**config.mk**
```make
export PLATFORM = sky130hd
export DESIGN_NAME = pwm_capture
export DESIGN_NICKNAME = d
export VERILOG_FILES = /design/src/rtl/pwm_capture.sv
export SDC_FILE = /design/constraint.sdc
export NUM_CORES = 1
export LEC_CHECK = 0
export ABC_AREA = 1
export CAP_MARGIN = 20
export CELL_PAD_IN_SITES_DETAIL_PLACEMENT = 1
export CELL_PAD_IN_SITES_GLOBAL_PLACEMENT = 2
export CORE_ASPECT_RATIO = 0.8
export CORE_MARGIN = 4
export CORE_UTILIZATION = 30
export DETAILED_ROUTE_END_ITERATION = 8
export GPL_TIMING_DRIVEN = 1
export PLACE_DENSITY_LB_ADDON = 0.15
export SLEW_MARGIN = 10
export SYNTH_ARGS = -nofsm -noshare
export SYNTH_HDL_FRONTEND = slang
export SYNTH_SLANG_ARGS = --single-unit
export TNS_END_PERCENT = 30
```
**constraint.sdc**
```tcl
create_clock -name clk -period 1.3 [get_ports clk]
set_input_delay 0.26 -clock clk [delete_from_list [all_inputs] [get_ports clk]]
set_output_delay 0.26 -clock clk [all_outputs]
set_load 0.03 [all_outputs]
```
**src/rtl/pwm_capture.sv**
```systemverilog
// pwm_capture: measures period and high time of an async PWM input
// in clk cycles, one registered result plus valid strobe per period.
module pwm_capture #(
  parameter int WIDTH       = 13,
  parameter int SYNC_STAGES = 2
) (
  input  logic             clk,
  input  logic             reset_n,
  input  logic             i_enable,
  input  logic             i_pwm_in,
  output logic [WIDTH-1:0] o_period_count,
  output logic [WIDTH-1:0] o_high_count,
  output logic             o_valid,
  output logic             o_no_signal,
  output logic             o_level
);

  localparam logic [WIDTH-1:0] MAX = '1;

  typedef enum logic [1:0] {
    IDLE,
    ARM,
    MEASURE
  } state_t;

  state_t r_state;
  state_t w_next;

  logic [SYNC_STAGES-1:0] r_sync;
  logic                   r_prev;
  logic [WIDTH-1:0]       r_pcnt;
  logic [WIDTH-1:0]       r_hcnt;
  logic                   r_valid;
  logic                   r_no_sig;
  logic [WIDTH-1:0]       r_period;
  logic [WIDTH-1:0]       r_high;

  logic             w_s;
  logic             w_rise;
  logic [WIDTH-1:0] w_pcnt;
  logic [WIDTH-1:0] w_hcnt;
  logic             w_cap;
  logic             w_ovf;

  assign w_s    = r_sync[SYNC_STAGES-1];
  assign w_rise = w_s & ~r_prev;

  always_ff @(posedge clk or negedge reset_n) begin
    if (!reset_n) begin
      r_sync <= '0;
      r_prev <= 1'b0;
    end else begin
      r_sync <= {r_sync[SYNC_STAGES-2:0], i_pwm_in};
      r_prev <= w_s;
    end
  end

  always_ff @(posedge clk or negedge reset_n) begin
    if (!reset_n) begin
      r_state <= IDLE;
      r_pcnt  <= '0;
      r_hcnt  <= '0;
    end else begin
      r_state <= w_next;
      r_pcnt  <= w_pcnt;
      r_hcnt  <= w_hcnt;
    end
  end

  always_comb begin
    w_next = r_state;
    w_pcnt = r_pcnt;
    w_hcnt = r_hcnt;
    w_cap  = 1'b0;
    w_ovf  = 1'b0;
    if (!i_enable) begin
      w_next = IDLE;
      w_pcnt = '0;
      w_hcnt = '0;
    end else begin
      unique case (r_state)
        IDLE: begin
          w_next = ARM;
          w_pcnt = '0;
          w_hcnt = '0;
        end
        ARM: begin
          if (w_rise) begin
            w_next = MEASURE;
            w_pcnt = WIDTH'(1);
            w_hcnt = WIDTH'(1);
          end
        end
        MEASURE: begin
          if (w_rise) begin
            w_cap  = 1'b1;
            w_pcnt = WIDTH'(1);
            w_hcnt = WIDTH'(1);
          end else if (r_pcnt == MAX) begin
            // silent too long: give up and re-arm
            w_ovf  = 1'b1;
            w_next = ARM;
            w_pcnt = '0;
            w_hcnt = '0;
          end else begin
            w_pcnt = r_pcnt + WIDTH'(1);
            w_hcnt = r_hcnt + WIDTH'(w_s);
          end
        end
        default: begin
          w_next = IDLE;
          w_pcnt = '0;
          w_hcnt = '0;
        end
      endcase
    end
  end

  always_ff @(posedge clk or negedge reset_n) begin
    if (!reset_n) begin
      r_valid  <= 1'b0;
      r_no_sig <= 1'b0;
      r_period <= '0;
      r_high   <= '0;
    end else begin
      r_valid <= w_cap;
      if (w_cap) begin
        r_period <= r_pcnt;
        r_high   <= r_hcnt;
        r_no_sig <= 1'b0;
      end else if (w_ovf) begin
        r_no_sig <= 1'b1;
      end
    end
  end

  assign o_period_count = r_period;
  assign o_high_count   = r_high;
  assign o_valid        = r_valid;
  assign o_no_signal    = r_no_sig;
  assign o_level        = w_s;

endmodule

```
Word level (Yosys, flattened, before mapping)
Index checks and enable logic that the tools add are counted.

$add $sub $neg: 2. Equal/unequal tests: 6. Muxes and demuxes: 23. Bitwise gates (word level): 2. Reductions and logical operators: 3.

Operators by type and width (number): $mux 13 (7); $pmux 13 s2 (2); $add 13x1->13 (1); $add 13x1->13 const B (1); $eq 13x13->1 const B (1); $mux 1 (9); $ne 3x3->1 const B (3); $mux 2 (4); $pmux 2 s3 (1); $reduce_and 3->1 (1); $eq 2x1->1 const B (1); $eq 2x2->1 const B (1); $logic_not 2->1 (1); $reduce_bool 2->1 (1); $and 1x1->1 (1); $not 1->1 (1).

Bits in registers: 59. Bits of input ports: 4. Logic and storage cells: 45.

Longest topological paths before layout
Gate-level depths: netlist of the first run.

Word-level depth: 7. Gate-level depth with buffers: 10. Depth with buffers taken out: 10.

Worst setup path before layout of the first run
OpenSTA, ideal clock, no wires.

Path type: reg-to-reg. Start point: reg r_sync[1]. End point: reg r_hcnt[8]. Setup time: 120 ps. Arrival time: 1460 ps. Slack: -280 ps. Stages on the path, launching flop included: 10. Path through: dfrtp_1 -> ha_1 -> nand2_1 -> inv_1 -> nand2_1 -> nor2_2 -> nand3_1 -> inv_1 -> nand2_1 -> and3_1.

Cells in the longest elaborated chain, start to end: 5. Elaborated cells between the ends (all ways): 7.

RTL lines: start, declared (line 29) `logic [SYNC_STAGES-1:0] r_sync;`; start signal, assigned (line 53) `r_sync <= {r_sync[SYNC_STAGES-2:0], i_pwm_in};`; $add 13x1->13 (line 107) `w_hcnt = r_hcnt + WIDTH'(w_s);`; $mux 13 (line 99) `end else if (r_pcnt == MAX) begin`; $mux 13 (line 95) `if (w_rise) begin`; $pmux 13 s2 (line 81) `unique case (r_state)`; $mux 13 (line 76) `if (!i_enable) begin`; end signal, assigned (line 66) `r_hcnt <= w_hcnt;`; end, declared (line 32) `logic [WIDTH-1:0] r_hcnt;`.

Several ways; a longest one is shown, not always the timed one. A chain may end at the register's enable or synchronous reset.

Worst setup path in the final report of the first run
Start point: reg r_state[0]. End point: reg r_hcnt[4].

Cells in the longest elaborated chain, start to end: 3. Elaborated cells between the ends (all ways): 5.

RTL lines: start, declared (line 26) `state_t r_state;`; start signal, assigned (line 64) `r_state <= w_next;`; $eq 2x2->1 or $eq 2x1->1 (tied branches) (line 81); $pmux 13 s2 (line 81); $mux 13 (line 76).

Several ways; a longest one is shown, not always the timed one.

==> flow_metrics.env, run 1 <==
export IMPL_drive_gt1_share_pct=38.3
export IMPL_die_area_mm2=0.0108
export IMPL_ys_seq_area_share_pct=53.3
export IMPL_gr_usage_met2_pct=25.1
export IMPL_max_freq_ghz=0.667
export IMPL_drtIter0Drc=73
export IMPL_htree_levels=3
export IMPL_cp_max_fo=7
export IMPL_setup_viol=54
export IMPL_layout_nets=434
export IMPL_criticalPathCategory="reg -> reg"
export IMPL_yosys_area_top_type_share_pct=53.3
export IMPL_synth_edf_count=0
export IMPL_postRouteAntennaNets=0
export IMPL_gp_congestion=0.768
export IMPL_hold_viol=0
export IMPL_grt_antenna_before_repair=0
export IMPL_p_leak_uw=0.00206
export IMPL_slew_headroom_pct=76.9
export IMPL_synth_top_flop_cell="dfrtp_1"
export IMPL_p_int_uw=4490
export IMPL_ff_latch_area_mm2=0.00148
export IMPL_combPwrFrac_pct=19.9
export IMPL_grt_max_degree=60
export IMPL_numClockSinks=59
export IMPL_drv_slew=0
export IMPL_cp_end_kind="flop"
export IMPL_die_h_um=94.0
export IMPL_via_per_inst=4.41
export IMPL_post_route_period_util_pct=115
export IMPL_yosysUniqueCellTypes=26
export IMPL_hp_class="reg -> reg"
export IMPL_yosys_top_cells_area="dfrtp_1, nand2_1, inv_1"
export IMPL_grt_pass1_wl_mm=13.2
export IMPL_startpoint_type="flop"
export IMPL_clk_pin_slew_ns=0.06
export IMPL_crit_required_ns=1.55
export IMPL_grt_pass1_vias=2631
export IMPL_core_area_mm2=0.00904
export IMPL_rsz0062_at_grt="true"
export IMPL_syn_inst=329
export IMPL_power_per_cell_area_mw_per_mm2=1410
export IMPL_port_buffers=32
export IMPL_p_total_uw=6020
export IMPL_floorplan_initialDensity_pct=30.7
export IMPL_multi_input_area_mm2=0.00134
export IMPL_dp_hpwl_mm=5.42
export IMPL_drv_cap=0
export IMPL_gr_usage_all_layers_pct=15.9
export IMPL_final_cells=543
export IMPL_seq_power_share_pct=32.8
export IMPL_root_buffer="clkbuf_16"
export IMPL_core_rowCount=31
export IMPL_busiest_layer="met2"
export IMPL_insertedDiodeCount=0
export IMPL_gr_usage_met1_pct=21.4
export IMPL_syn_area_mm2=0.00277
export IMPL_die_w_um=115
export IMPL_drc_errors=0
export IMPL_min_period_ns=1.50
export IMPL_worstSkewPairLatency_ns=0.33
export IMPL_fin_ws_ns=-0.198
export IMPL_syn_num_nets=340
export IMPL_globalRouteMet3Util_pct=4.51
export IMPL_swShare_pct=25.5
export IMPL_vias=2394
export IMPL_ys_warn_count=0
export IMPL_tightest_slew_ns=0.346
export IMPL_worstPathArrival_ns=1.75
export IMPL_peakVddDrop_mv=0.694
export IMPL_tritoncts="done"
export IMPL_wirelength_mm=7.77
export IMPL_wl_per_cell_um=14.3
export IMPL_area_delta_synth_final_pct=54.4
export IMPL_synthArstFlopShare_pct=100
export IMPL_drt_pass1_iter_count=4
export IMPL_cts_buffers=9
export IMPL_yosysTopAreaCell="dfrtp_1"
export IMPL_finalClockSkew_ns=0.00800
export IMPL_io_pins=33
export IMPL_grt_overflow=0
export IMPL_clockBufferDepth=2
export IMPL_dpl_cell_count=520
export IMPL_clkPwrFrac_pct=47.3
export IMPL_synth_seq_cells=59
export IMPL_p_sw_uw=1530
export IMPL_outcome="complete, but fails checks"
export IMPL_fill_cells=1038
export IMPL_syn_avg_cell_area_um2=8.42
export IMPL_violations="setup timing"
-- power by group through the flow --
| stage | Sequential [uW] | Clock, uW | Combinational, uW |
|---|---|---|---|
| floorplan | 2020 | 0 | 447 |
| finish | 1980 | 2850 | 1200 |
| global placement | 1980 | 0 | 903 |
| detailed placement | 1980 | 0 | 917 |
| CTS | 1970 | 2930 | 1120 |
| global route | 1990 | 3020 | 1320 |
-- repair_timing --
action | 4_1_cts | 5_1_grt
buffers inserted | 1 | 4
pin swaps | 17 | 9
resized for setup | 40 | 20
endpoints found under the hold margin | 59 | 0
hold buffers | 1 | 0
gates cloned | 1 | 0
endpoints found under the setup margin | 58 | 57
-- state kept, by name, indices dropped and copies added, names as in the netlist --
signal	cells
o_high_count	13
o_no_signal	1
o_period_count	13
o_valid	1
r_hcnt	13
r_pcnt	13
r_prev	1
r_state	2
r_sync	2
-- placed cells by master (no fill, tap or decap), types with 2 or more instances in the layout --
| master | count |
|---|---|
| clkdlybuf4s15_2 | 2 |
| buf_6 | 5 |
| o21ai_1 | 5 |
| nor2_1 | 24 |
| dfrtp_2 | 3 |
| clkbuf_16 | 9 |
| o21ai_0 | 17 |
| nand2_4 | 3 |
| xor2_1 | 7 |
| xor2_2 | 2 |
| nand2_2 | 7 |
| ha_4 | 5 |
| nand2_1 | 93 |
| nor3_1 | 6 |
| clkdlybuf4s50_1 | 2 |
| nor2_2 | 6 |
| bufinv_16 | 3 |
| a21oi_1 | 6 |
| nor2_4 | 9 |
| nand3_2 | 5 |
| nand4_1 | 4 |
| nor3_2 | 3 |
| buf_12 | 5 |
| dfrtp_1 | 56 |
| nand3_1 | 10 |
| inv_2 | 7 |
| clkbuf_8 | 3 |
| buf_4 | 75 |
| inv_4 | 2 |
| inv_1 | 29 |
-- logic make-up (layout without fill, tap and decap cells) --
| group | Yosys count | after routing | share of synthesized area, % |
|---|---|---|---|
| compound gates | 33 | 33 | 6.46 |
| xor+xnor | 9 | 9 | 2.84 |
| fa+ha+maj | 7 | 7 | 3.16 |
| buf+inv | 47 | 146 | 7.00 |
| flops | 59 | 59 | 53.3 |
| simple gates | 174 | 174 | 27.3 |
-- metrics by stage --
| stage | setup WS (ns) | setup TNS, ns | instance area, um2 | utilization, % | hold slack (ns) |
|---|---|---|---|---|---|
| floorplan | -0.132 | -2.67 | 2810 | - | -0.0356 |
| global placement | -0.364 | -15.92 | 3610 | 40.0 | 0.301 |
| detailed placement | -0.395 | -16.81 | 3610 | 40.0 | 0.300 |
| CTS | -0.214 | -8.85 | 4170 | 46.1 | 0.349 |
| global route | -0.289 | -10.66 | 4280 | 47.3 | 0.368 |
| finish | -0.198 | -5.69 | 4280 | 47.3 | 0.347 |
-- cells in the mapped netlist (2+ instances only) --
library cell / instances
ha_1: 7
nand3_1: 14
o21ai_1: 6
inv_1: 36
o21ai_0: 17
buf_2: 5
nor2_2: 6
dfrtp_1: 59
nand4_1: 4
a21oi_1: 7
nor2_1: 33
nand2_2: 5
inv_2: 2
nand3_2: 2
clkbuf_1: 2
nor3_1: 9
nand2_1: 98
xor2_1: 9
-- layout make-up --
class / instances / share of cell area [%]
Clock inverter: 4 / 2.22
Multi-Input combinational cell: 223 / 31.2
Clock buffer: 12 / 6.23
Inverter: 38 / 3.45
Sequential cell: 59 / 34.6
Tap cell: 115 / 3.36
Timing Repair Buffer: 92 / 18.9
-- routing by layer --
metal  vias up  wire length [um]
li1       1216                 -
met1      1139              3840
met2        31              3610
met3         8               233
met4         0                83
met5         -                 0
-- critical path, stage by stage, from the launching register on --
cell and delay [ns]:
dfrtp_2 0.44, inv_4 0.09, ha_4 0.14, nand2_4 0.06, nor3_4 0.28, a21oi_4 0.13
buf_6 0.16, nor3_2 0.12
-- worst paths after layout --
path	cells after the start	to	slack (ns)	startpoint
setup reg to reg	7	r_hcnt[4]$_DFFE_PN0P_	-0.20	r_state[0]$_DFFE_PN0P_
setup / recovery	7	r_hcnt[4]$_DFFE_PN0P_	-0.20	r_state[0]$_DFFE_PN0P_
min in group asynchronous	3	o_period_count[10]$_DFFE_PN0P_	0.45	reset_n
hold reg to reg	0	r_sync[1]$_DFF_PN0_	0.35	r_sync[0]$_DFF_PN0_
max in group asynchronous	3	r_state[0]$_DFFE_PN0P_	0.52	reset_n
hold / removal	0	r_sync[1]$_DFF_PN0_	0.35	r_sync[0]$_DFF_PN0_
Power figures use the tool's default switching activity.
==> inputs of run 2 (changes only) <==
--- a/config.mk
+++ b/config.mk
@@ -12,6 +12,7 @@
 export CORE_ASPECT_RATIO = 0.8
 export CORE_MARGIN = 4
 export CORE_UTILIZATION = 30
+export CTS_CLUSTER_DIAMETER = 40
 export DETAILED_ROUTE_END_ITERATION = 8
 export GPL_TIMING_DRIVEN = 1
 export PLACE_DENSITY_LB_ADDON = 0.15
==> results of run 2 <==
Final layout, timing and power as in run 1 (identical DEF).
